--- config.mk ---
export PLATFORM = sky130hd
export DESIGN_NAME = instr_fetch
export DESIGN_NICKNAME = d
export VERILOG_FILES = /design/src/rtl/instr_fetch.sv
export SDC_FILE = /design/constraint.sdc
export NUM_CORES = 1
export LEC_CHECK = 0
export CORE_MARGIN = 2
export CORE_UTILIZATION = 30
export CTS_CLUSTER_DIAMETER = 80
export DETAILED_ROUTE_END_ITERATION = 12
export GPL_TIMING_DRIVEN = 0
export PLACE_DENSITY = 0.62
export RECOVER_POWER = 50
export SLEW_MARGIN = 20
export SYNTH_ARGS = -nofsm -noshare
export SYNTH_HDL_FRONTEND = slang
export SYNTH_SLANG_ARGS = --single-unit
--- constraint.sdc ---
create_clock -name clk -period 2.7 [get_ports clk]
set_clock_uncertainty 0.1 [all_clocks]
set_input_delay 0.54 -clock clk [delete_from_list [all_inputs] [get_ports clk]]
set_output_delay 0.54 -clock clk [all_outputs]
set_load 0.1 [all_outputs]
--- src/rtl/instr_fetch.sv ---
// ============================================================================
// Module   : instr_fetch
// Purpose  : Instruction fetch stage. Owns the PC, issues single-outstanding
//            word requests to instruction memory, and buffers replies in a
//            two-entry FIFO that feeds the R-type datapath.
// Revision : 1.0 - initial release
// ============================================================================
`default_nettype none

module instr_fetch #(
    parameter logic [31:0] RESET_PC = 32'h0000_0000,
    parameter int          PC_STEP  = 4,
    parameter int          DEPTH    = 2
) (
    input  logic        clk,
    input  logic        rst,
    output logic        imem_req,
    output logic [31:0] imem_addr,
    input  logic        imem_gnt,
    input  logic        imem_rvalid,
    input  logic [31:0] imem_rdata,
    input  logic        redirect,
    input  logic [31:0] redirect_pc,
    output logic [31:0] instru,
    output logic [31:0] instru_pc,
    output logic        instru_valid,
    input  logic        instru_ready
);

    localparam logic [1:0]  S_IDLE    = 2'd0;
    localparam logic [1:0]  S_REQ     = 2'd1;
    localparam logic [1:0]  S_WAIT    = 2'd2;
    localparam logic [1:0]  S_FLUSH   = 2'd3;
    localparam logic [31:0] c_PC_STEP = 32'(PC_STEP);
    localparam logic [1:0]  c_FULL    = 2'(DEPTH);

    logic [1:0]  r_state;
    logic [1:0]  w_state_next;
    logic [31:0] r_pc;
    logic [31:0] r_fetch_pc;
    logic [31:0] r_buf_data [0:1];
    logic [31:0] r_buf_pc   [0:1];
    logic        r_head;
    logic [1:0]  r_count;
    logic [1:0]  w_count_next;
    logic        w_valid;
    logic        w_pop;
    logic        w_push;
    logic        w_wr_idx;
    logic        w_grant;

    // The head is hidden during a redirect so nothing transfers that cycle.
    assign w_valid  = (r_count != 2'd0) && !redirect;
    assign w_pop    = w_valid && instru_ready;
    assign w_push   = (r_state == S_WAIT) && imem_rvalid && !redirect
                      && ((r_count < c_FULL) || w_pop);
    assign w_wr_idx = r_head ^ r_count[0];
    assign w_grant  = (r_state == S_REQ) && imem_gnt;

    always_comb begin
        w_count_next = r_count;
        if (redirect) begin
            w_count_next = 2'd0;
        end else if (w_push && !w_pop) begin
            w_count_next = r_count + 2'd1;
        end else if (w_pop && !w_push) begin
            w_count_next = r_count - 2'd1;
        end
    end

    // State register
    always_ff @(posedge clk or negedge rst) begin
        if (!rst) begin
            r_state <= S_IDLE;
        end else begin
            r_state <= w_state_next;
        end
    end

    // Next-state logic
    always_comb begin
        w_state_next = r_state;
        if (redirect) begin
            case (r_state)
                S_IDLE:  w_state_next = S_REQ;
                S_REQ:   w_state_next = imem_gnt ? S_FLUSH : S_REQ;
                S_WAIT:  w_state_next = imem_rvalid ? S_REQ : S_FLUSH;
                S_FLUSH: w_state_next = imem_rvalid ? S_REQ : S_FLUSH;
                default: w_state_next = S_IDLE;
            endcase
        end else begin
            case (r_state)
                S_IDLE:  w_state_next = (w_count_next < c_FULL) ? S_REQ : S_IDLE;
                S_REQ:   w_state_next = imem_gnt ? S_WAIT : S_REQ;
                S_WAIT: begin
                    if (imem_rvalid) begin
                        w_state_next = (w_count_next < c_FULL) ? S_REQ : S_IDLE;
                    end
                end
                S_FLUSH: w_state_next = imem_rvalid ? S_REQ : S_FLUSH;
                default: w_state_next = S_IDLE;
            endcase
        end
    end

    // Output logic
    always_comb begin
        imem_req     = (r_state == S_REQ);
        imem_addr    = r_pc;
        instru_valid = w_valid;
        instru       = (r_count != 2'd0) ? r_buf_data[r_head] : 32'd0;
        instru_pc    = (r_count != 2'd0) ? r_buf_pc[r_head]   : 32'd0;
    end

    always_ff @(posedge clk or negedge rst) begin
        if (!rst) begin
            r_pc       <= RESET_PC;
            r_fetch_pc <= 32'd0;
        end else begin
            if (redirect) begin
                r_pc <= redirect_pc & ~32'd3;
            end else if (w_grant) begin
                r_pc <= r_pc + c_PC_STEP;
            end
            if (w_grant) begin
                r_fetch_pc <= r_pc;
            end
        end
    end

    always_ff @(posedge clk or negedge rst) begin
        if (!rst) begin
            r_head        <= 1'b0;
            r_count       <= 2'd0;
            r_buf_data[0] <= 32'd0;
            r_buf_data[1] <= 32'd0;
            r_buf_pc[0]   <= 32'd0;
            r_buf_pc[1]   <= 32'd0;
        end else begin
            r_count <= w_count_next;
            if (redirect) begin
                r_head <= 1'b0;
            end else if (w_pop) begin
                r_head <= ~r_head;
            end
            if (w_push) begin
                r_buf_data[w_wr_idx] <= imem_rdata;
                r_buf_pc[w_wr_idx]   <= r_fetch_pc;
            end
        end
    end

endmodule

`default_nettype wire

==> impl_metrics.tcl, run 1 <==
set metrics [dict create \
    layout.nets 971 \
    slew_headroom 0.233 \
    cts_root_buffer "clkbuf_16" \
    grt_util_met1 0.215 \
    start_util 0.304 \
    synth.mux.area_fraction 0.265 \
    clkTransAtPathRegs_ns 0.07 \
    cp_num_cells 1 \
    synth_compound_area_frac 0.0432 \
    netlist_instances 712 \
    final_antenna_net_count 0 \
    synth_largest_area_cell "dfrtp_1" \
    ys_types 50 \
    synth_top_cell_area_share 0.543 \
    yosys-top-cells-area "dfrtp_1 (54%), mux2_2 (19%), mux2i_1 (7.2%), nor2_1 (3.6%), a31oi_1 (1.3%)" \
    via_per_inst 4.74 \
    ys_ff_latch 189 \
    gr-usage-all-layers 0.150 \
    cap_violations 0 \
    io_buffers 161 \
    cp_max_fo 4 \
    seq_area_frac_synth 0.543 \
    synth_edf_count 0 \
    power_density_nw_per_um2 776 \
    antenna_found_initial 0 \
    ff2ff_path_depth 8 \
    min_path_type "in -> async" \
    cts_max_path_buffers 2 \
    wl_per_cell_um 17.3 \
    start_kind "register" \
    final_util 0.411 \
    crit_arrival_ns 2.02 \
    wl_um 22400 \
    cp.required_ns 2.06 \
    route.detailed.drc 0 \
    worstPathCellList "clkdlybuf4s50_1" \
    combPwrFrac 0.270 \
    critPathKind "reg -> out" \
    die_w_um 174 \
    synth-main-ff-cell "dfrtp_1" \
    cts_buffers 17 \
    synth_xor_area_frac 0.0121 \
    synthAdderAreaFrac 0.00287 \
    worstSetupEndpointType "output port" \
    p_leak_nw 5.05 \
    insertion_delay_ns 0.42 \
    synth_top_family_by_area "multiplexers" \
    p_sw_frac 0.333 \
    finalMaxSlewViolations 0 \
    hpwl_um 15800 \
    die_h_um 174 \
    ys_warn_count 0 \
    switchingPower_mw 3.05 \
    area_growth_pct 35.1 \
    max_freq_mhz 376 \
    grt_pass1_wl_um 35700 \
    period_share 0.985 \
    path_buf_inv 1 \
    grt_max_degree 96 \
    async_reset_ff_frac 1.00 \
    cts_tree "yes" \
    busiest_layer "met2" \
    finalPower_mw 9.14 \
    dieArea_um2 30400 \
    first_pass_iters 4 \
    holdWs_ns 0.404 \
    worst_pin_slew_ns 1.15 \
    drt-initial-drc-count 297 \
    peakVddDrop_mv 0.433 \
    finalSetupViolations 0 \
    num_vias 6138 \
    synth-simple-area-share 0.104 \
    grt-ovfl-total 0 \
    crit_family "buffers and inverters" \
    outcome "completed" \
    fin_crit_ns 2.66 \
    drive_above_1_share 0.370 \
    crit_slowest_cell "clkdlybuf4s50_1" \
    use_met2 0.235 \
    core_um2 28600 \
    grt_use_met3 0.0284 \
    grt_pass1_vias 6341 \
    io_pins 168 \
    power_frac_clock 0.291 \
    clock_sinks 189 \
    diodes 0 \
    slowest_delay_ns 1.17 \
    syn-cell-area_um2 8710 \
    num_rows 62 \
    gp_congestion 0.753 \
    synth.top_cells.by_count "dfrtp_1 (189), mux2_2 (149), nor2_1 (83), mux2i_1 (63), nand2_1 (28)" \
    htree_levels 4 \
    p_int_mw 6.09 \
    finalHoldViolCount 0 \
    seq_power_share 0.439 \
    syn_area_per_cell_um2 12.2 \
    rsz0062_at_grt "yes" \
    yosysMostFrequentCell "dfrtp_1" \
]
[per-layer routing]
layer,part of all wire,up-vias,routed length (um)
met1,0.49,3062,10900
met3,0.046,14,1020
met5,0,-,0
met4,0.0080,0,178
li1,-,2916,-
met2,0.46,146,10300
[cell type report]
cell class	instances	area [um^2]
flip-flops and latches	189	4730
multi-input cells	471	4040
well taps	384	480
repair buffers	166	1560
clock inverters	11	158
inverters	9	33.8
plain buffers	45	303
fillers	2798	16800
clock buffers	20	467
[through the flow]
step / setup TNS [ns] / cells / setup WS [ns] / area, um^2
after global routing: -0.0106 / 1295 / -0.0102 / 11800
after floorplan: -11.00 / 715 / -0.457 / 9000
after global placement: -1470.60 / 1260 / -7.83 / 11100
final: 0 / 1295 / 0.0415 / 11800
after detailed placement: -136.12 / 1262 / -1.25 / 11200
after CTS: -1.27 / 1293 / -0.0812 / 11700
[registers in the layout, indices dropped and copies added, names as in the netlist]
register    cells
r_head          1
r_fetch_pc     30
r_state         2
r_count         2
r_buf_pc       60
r_buf_data     64
imem_addr      30
[cells by family after synthesis]
family	Yosys count
XOR/XNOR	12
flip-flops	189
buffers and inverters	55
AND/OR/NAND/NOR	182
adder cells (fa/ha/maj)	2
multiplexers	212
AO/OA/AOI/OAI	59
other	1
[worst paths after layout]
check	startpoint	end	slack (ns)
max in group asynchronous	rst	r_fetch_pc[31]$_DFFE_PN0P_	0.47
min in group clk	r_buf_data[2]$_DFFE_PN0P_	r_buf_data[2]$_DFFE_PN0P_	0.40
setup reg to reg	r_count[0]$_DFFE_PN0P_	r_buf_pc[18]$_DFFE_PN0P_	0.13
setup / recovery	imem_addr[4]$_DFFE_PN0N_	imem_addr[4]	0.04
hold reg to reg	r_buf_data[2]$_DFFE_PN0P_	r_buf_data[2]$_DFFE_PN0P_	0.40
hold / removal	rst	r_buf_data[43]$_DFFE_PN0P_	0.40
[layout by cell type, fill, tap and decap left out, types with 5 or more instances in the layout]
cell type,count
nor2_1,45
buf_4,50
inv_1,8
nand4_1,8
clkbuf_4,5
mux2_2,149
buf_2,14
clkbuf_16,17
nand2_1,28
nor2_4,37
a31oi_1,18
mux2i_1,63
dlygate4sd2_1,24
clkbuf_1,11
or4_1,14
nand3_1,15
dlymetal6s2s_1,5
xor2_1,8
dfrtp_1,185
buf_6,30
and3_1,6
o21ai_0,19
o31ai_1,14
clkdlybuf4s50_1,65
[power by group through the flow]
stage / sequential [mW] / clock (mW) / combinational [mW]
after floorplan: 4.24 / 0 / 1.62
after global placement: 4.04 / 0 / 2.46
after detailed placement: 4.08 / 0 / 2.51
after CTS: 4.02 / 2.73 / 2.49
after global routing: 4.13 / 2.85 / 2.64
final: 4.01 / 2.66 / 2.46
[timing repair]
item	in CTS	in global routing
hold buffers	1	0
pin swaps	0	0
resized for setup	462	33
buffers inserted	0	2
cloned	0	0
endpoints found under the hold margin	2	0
endpoints found under the setup margin	208	187
(Power assumes the default switching activity.)
==> run 2: changes to the inputs <==
--- a/config.mk
+++ b/config.mk
@@ -5,12 +5,14 @@
 export SDC_FILE = /design/constraint.sdc
 export NUM_CORES = 1
 export LEC_CHECK = 0
+export CELL_PAD_IN_SITES_DETAIL_PLACEMENT = 0
+export CELL_PAD_IN_SITES_GLOBAL_PLACEMENT = 2
 export CORE_MARGIN = 2
 export CORE_UTILIZATION = 30
 export CTS_CLUSTER_DIAMETER = 80
 export DETAILED_ROUTE_END_ITERATION = 12
 export GPL_TIMING_DRIVEN = 0
-export PLACE_DENSITY = 0.62
+export PLACE_DENSITY = 0.82
 export RECOVER_POWER = 50
 export SLEW_MARGIN = 20
 export SYNTH_ARGS = -nofsm -noshare
==> run 2 against run 1 <==
The flow now finishes with violations (capacitance limit, slew limit). Critical path type unchanged. Flip-flop and latch count unchanged. Sequential power about the same. Core utilization about the same. Worst setup slack better by 0.0057 ns. Largest cell class unchanged. Non-clock buffer count did not move. Combinational power about the same.
==> impl_metrics.tcl, run 2 (synthesis gave the netlist of run 1 again) <==
set metrics [dict create \
    outcome "finished, violations left" \
    violations "capacitance limit, slew limit" \
    cts_tree "yes" \
    via_per_inst 4.73 \
    drt-initial-drc-count 246 \
    worst_pin_slew_ns 1.52 \
    period_share 0.983 \
    start_kind "register" \
    gp_congestion 0.764 \
    io_buffers 161 \
    final_common_cell "dfrtp_1" \
    grt-ovfl-total 0 \
    worst_slack_ns 0.0472 \
    crit_arrival_ns 2.01 \
    design_area_um2 11800 \
    fin_crit_ns 2.65 \
    placed_cells 1262 \
    grt_max_degree 76 \
    insertion_delay_ns 0.43 \
    max_freq_mhz 377 \
    clkTransAtPathRegs_ns 0.07 \
    dpl_worst_slack_ns -1.22 \
    rsz0062_at_grt "no" \
    slew_headroom -0.0136 \
    p_leak_nw 5.00 \
    top_register "r_buf_data" \
    worstSetupEndpointType "output port" \
    wl_um 22100 \
    top_regs "r_buf_data x64, r_buf_pc x60" \
    worstPathCellList "clkdlybuf4s50_1" \
    hpwl_um 15600 \
    largest_reg_flops 64 \
    dieArea_um2 30400 \
    start_util 0.304 \
    power_density_nw_per_um2 771 \
    holdWs_ns 0.405 \
    fillers 2778 \
    grt_pass1_vias 6397 \
    finalMaxSlewViolations 55 \
    cp_max_fo 4 \
    cts_root_buffer "clkbuf_16" \
    route.met2.wl_um 10100 \
    slowest_delay_ns 1.16 \
    cap_violations 1 \
    top_layer "met4" \
    critPathKind "reg -> out" \
    drive_above_1_share 0.374 \
    placed_area_um2 11200 \
    route.detailed.drc 0 \
    peakVddDrop_mv 0.429 \
    htree_levels 4 \
    finalNonFillerCells 1295 \
    path_buf_inv 1 \
    wl_per_cell_um 17.1 \
    first_pass_iters 4 \
    wl_met3_um 970 \
    crit_slowest_cell "clkdlybuf4s50_1" \
    io_pins 168 \
    cp.required_ns 2.06 \
    cts_buffers 17 \
    core_um2 28600 \
    gr-usage-all-layers 0.150 \
    finalHoldViolCount 0 \
    final_util 0.411 \
    antenna_found_initial 0 \
    final_cell_mix "dfrtp_1 (185), mux2_2 (149), clkdlybuf4s50_1 (66), buf_4 (65), mux2i_1 (63)" \
    min_path_type "reg -> reg" \
    final_antenna_net_count 0 \
    grt_pass1_wl_um 35900 \
    die_w_um 174 \
    multiInputGateArea_um2 4040 \
    wirelength_met1_um 10900 \
    area_growth_pct 35.1 \
    seq_area_um2 4730 \
    cts_max_path_buffers 2 \
    clock_sinks 189 \
    finalSetupViolations 0 \
    num_vias 6131 \
    die_h_um 174 \
    layout.nets 971 \
    crit_family "buffers and inverters" \
    num_rows 62 \
    diodes 0 \
]
## run 2: cell types whose count changed in the layout (fill, tap and decap cells not counted), moves of 2 or more
cell,before,now
clkbuf_1,11,9
buf_2,14,3
dlygate4sd2_1,24,30
clkinv_4,4,1
clkbuf_4,5,10
buf_4,50,65
inv_6,1,4
dlymetal6s2s_1,5,0
nor2_2,2,5
buf_6,30,19
inv_8,1,3
nor2_1,45,42
## run 2: per-layer routing
metal	global-route usage	vias to the layer above
met1	0.216	3059
met4	0.0406	0
met5	0	-
met2	0.233	140
li1	-	2919
met3	0.0267	13
## run 2: final timing paths
kind	end	slack, ns	depth (start not counted)	from
max in group asynchronous	imem_addr[8]$_DFFE_PN0N_	0.53	3	rst
setup / recovery	imem_addr[23]	0.05	1	imem_addr[23]$_DFFE_PN0N_
setup reg to reg	r_buf_data[27]$_DFFE_PN0P_	0.17	8	r_count[1]$_DFF_PN0_
min in group asynchronous	r_buf_data[46]$_DFFE_PN0P_	0.91	2	rst
hold / removal	r_buf_pc[43]$_DFFE_PN0P_	0.41	1	r_buf_pc[43]$_DFFE_PN0P_
hold reg to reg	r_buf_pc[43]$_DFFE_PN0P_	0.41	1	r_buf_pc[43]$_DFFE_PN0P_
## run 2: final cells by class
type / instances / area share
clock buffers: 20 / 0.0396
clock inverters: 11 / 0.0123
well taps: 384 / 0.0408
plain buffers: 45 / 0.0268
multi-input cells: 471 / 0.343
repair buffers: 166 / 0.133
inverters: 9 / 0.00287
flip-flops and latches: 189 / 0.402
## run 2: report_power, final
group / switching [mW] / internal (mW)
logic: 1.47 / 0.986
registers: 0.455 / 3.56
clock network: 1.14 / 1.47
total: 3.07 / 6.01
## run 2: repair_timing
| action | 4_1_cts | 5_1_grt |
|---|---|---|
| gates cloned | 0 | 0 |
| hold endpoints to repair | 54 | 0 |
| endpoints found under the setup margin | 212 | 102 |
| gates resized for setup | 472 | 22 |
| hold buffers | 1 | 0 |
| buffers inserted | 0 | 2 |
## run 2: through the flow
stage	power, mW	TNS (ns)
after floorplan	5.86	-11.00
after global placement	6.51	-1459.47
after detailed placement	6.58	-149.16
after CTS	9.20	0
after global routing	9.58	0
final	9.08	0
==> run 3: changes to the inputs <==
--- a/config.mk
+++ b/config.mk
@@ -11,7 +11,6 @@
 export CORE_UTILIZATION = 30
 export CTS_CLUSTER_DIAMETER = 80
 export DETAILED_ROUTE_END_ITERATION = 12
-export GPL_TIMING_DRIVEN = 0
 export PLACE_DENSITY = 0.82
 export RECOVER_POWER = 50
 export SLEW_MARGIN = 20
==> run 3 against run 2 <==
The run ends with capacitance limit left. Sequential power about the same. Largest cell class unchanged. Critical path depth up 4. First-iteration DRC count up 29%. Highest routed layer unchanged. Non-clock buffer count down 12. Total power down 0.48%. Final cell count down 0.85%. Via count down 0.44%. Count of clock-buffer cells in the layout down 3. Clock power down 7%.
==> impl_metrics.tcl, run 3 (synthesis gave the netlist of run 1 again) <==
set metrics [dict create \
    top_register "r_buf_data" \
    cp_max_fo 32 \
    cts_tree "yes" \
    worstSetupEndpointType "output port" \
    design_area_um2 12400 \
    placed_area_um2 11800 \
    io_pins 168 \
    finalSetupViolations 0 \
    gr-usage-all-layers 0.151 \
    die_w_um 174 \
    finalMaxSlewViolations 0 \
    start_util 0.304 \
    rsz0062_at_grt "no" \
    outcome "finished, violations left" \
    seq_area_um2 4740 \
    first_pass_iters 4 \
    clock_sinks 189 \
    worst_slack_ns 0.122 \
    grt_use_met3 0.0311 \
    dpl_worst_slack_ns -0.147 \
    area_growth_pct 42.6 \
    worstPathCellList "inv_1 > ha_4 > bufbuf_16 > nor2_4 > buf_12" \
    min_path_type "reg -> reg" \
    crit_arrival_ns 1.94 \
    slowest_delay_ns 0.50 \
    num_rows 62 \
    route.detailed.drc 0 \
    grt_pass1_vias 6524 \
    num_vias 6104 \
    fillers 2628 \
    hpwl_um 14600 \
    dieArea_um2 30400 \
    insertion_delay_ns 0.42 \
    cts_root_buffer "clkbuf_16" \
    peakVddDrop_mv 0.357 \
    wl_per_cell_um 17.1 \
    cts_buffers 17 \
    io_buffers 161 \
    core_um2 28600 \
    final_antenna_net_count 0 \
    die_h_um 174 \
    final_cell_mix "dfrtp_1 (185), mux2_2 (149), buf_12 (70), clkdlybuf4s50_1 (65), mux2i_1 (63)" \
    crit_family "buffers and inverters" \
    worst_pin_slew_ns 1.49 \
    antenna_found_initial 0 \
    slew_headroom 0.00634 \
    largest_reg_flops 64 \
    diodes 0 \
    finalNonFillerCells 1284 \
    finalHoldViolCount 0 \
    multiInputGateArea_um2 4040 \
    setup_tns_ns 0 \
    via_per_inst 4.75 \
    top_regs "r_buf_data x64, r_buf_pc x60" \
    path_buf_inv 3 \
    cts_max_path_buffers 2 \
    holdWs_ns 0.407 \
    grt-ovfl-total 0 \
    htree_levels 4 \
    drive_above_1_share 0.407 \
    violations "capacitance limit" \
    gp_congestion 0.767 \
    drt-initial-drc-count 317 \
    power_density_nw_per_um2 727 \
    layout.nets 959 \
    crit_slowest_cell "bufbuf_16" \
    grt_pass1_wl_um 36200 \
    cap_violations 1 \
    final_common_cell "dfrtp_1" \
    clkTransAtPathRegs_ns 0.07 \
    max_freq_mhz 388 \
    grt_util_met1 0.215 \
    cp.required_ns 2.06 \
    wl_um 21900 \
    fin_crit_ns 2.58 \
    period_share 0.955 \
    use_met2 0.238 \
    grt_max_degree 59 \
    placed_cells 1243 \
    busiest_layer "met2" \
    start_kind "register" \
    critPathKind "reg -> out" \
    p_leak_nw 5.12 \
]
==> run 3: cell types whose count changed in the layout (fill, tap and decap cells not counted), sizes merged, moves of 2 or more <==
cell and change:
dlygate4sd2 -30, buf +28, clkbuf -10, clkinv +7, bufinv -2, dlygate4sd1 -2
==> run 3: cell type report <==
cell class	instances	share of cell area
Clock inverter	15	0.0124
Multi-Input combinational cell	471	0.325
Timing Repair Buffer	199	0.206
Clock buffer	17	0.0342
Sequential cell	189	0.381
Inverter	9	0.00272
Tap cell	384	0.0387
==> run 3: per-layer routing <==
| layer | share of wire | up-vias |
|---|---|---|
| li1 | - | 2886 |
| met1 | 0.48 | 3083 |
| met2 | 0.47 | 126 |
| met3 | 0.037 | 9 |
| met4 | 0.0059 | 0 |
| met5 | 0 | - |
==> run 3: through the flow <==
| step | utilization | total power, mW |
|---|---|---|
| 2_1_floorplan | - | 5.86 |
| 3_3_place_gp | 0.412 | 6.60 |
| 3_5_place_dp | 0.412 | 6.68 |
| 4_1_cts | 0.434 | 9.19 |
| 5_1_grt | 0.434 | 9.58 |
| 6_report | 0.434 | 9.03 |
==> run 3: path summary, 6_finish.rpt <==
kind                                           startpoint                          to  slack (ns)  depth (start not counted)
worst min-delay path            r_fetch_pc[4]$_DFFE_PN0P_   r_fetch_pc[4]$_DFFE_PN0P_        0.41                          2
worst min register to register  r_fetch_pc[4]$_DFFE_PN0P_   r_fetch_pc[4]$_DFFE_PN0P_        0.41                          2
worst max-delay path               r_count[0]$_DFFE_PN0P_               instru_pc[11]        0.12                          5
min in group asynchronous                             rst  r_buf_data[46]$_DFFE_PN0P_        0.93                          2
max in group asynchronous                             rst   imem_addr[19]$_DFFE_PN0N_        0.42                          3
worst max register to register     r_count[0]$_DFFE_PN0P_    r_buf_pc[23]$_DFFE_PN0P_        0.23                          7
==> run 3: what timing repair did <==
item,in CTS,in global routing
gates cloned,1,0
hold buffers,1,0
gates resized for setup,1,0
hold endpoints to repair,21,0
endpoints found under the setup margin,26,5
setup buffers,0,7
==> run 3: tightest hold or removal path: stages (launching register included) <==
cell and delay [ns]:
dfrtp_1 0.36, nand2_1 0.06, nand2_1 0.06
==> run 3: power breakdown <==
part / switching (mW) / leakage, nW / total, mW / internal (mW)
clock: 1.21 / 0.281 / 2.44 / 1.23
sequential: 0.451 / 2.41 / 4.01 / 3.56
combinational: 1.48 / 2.43 / 2.58 / 1.10
total: 3.14 / 5.12 / 9.03 / 5.89
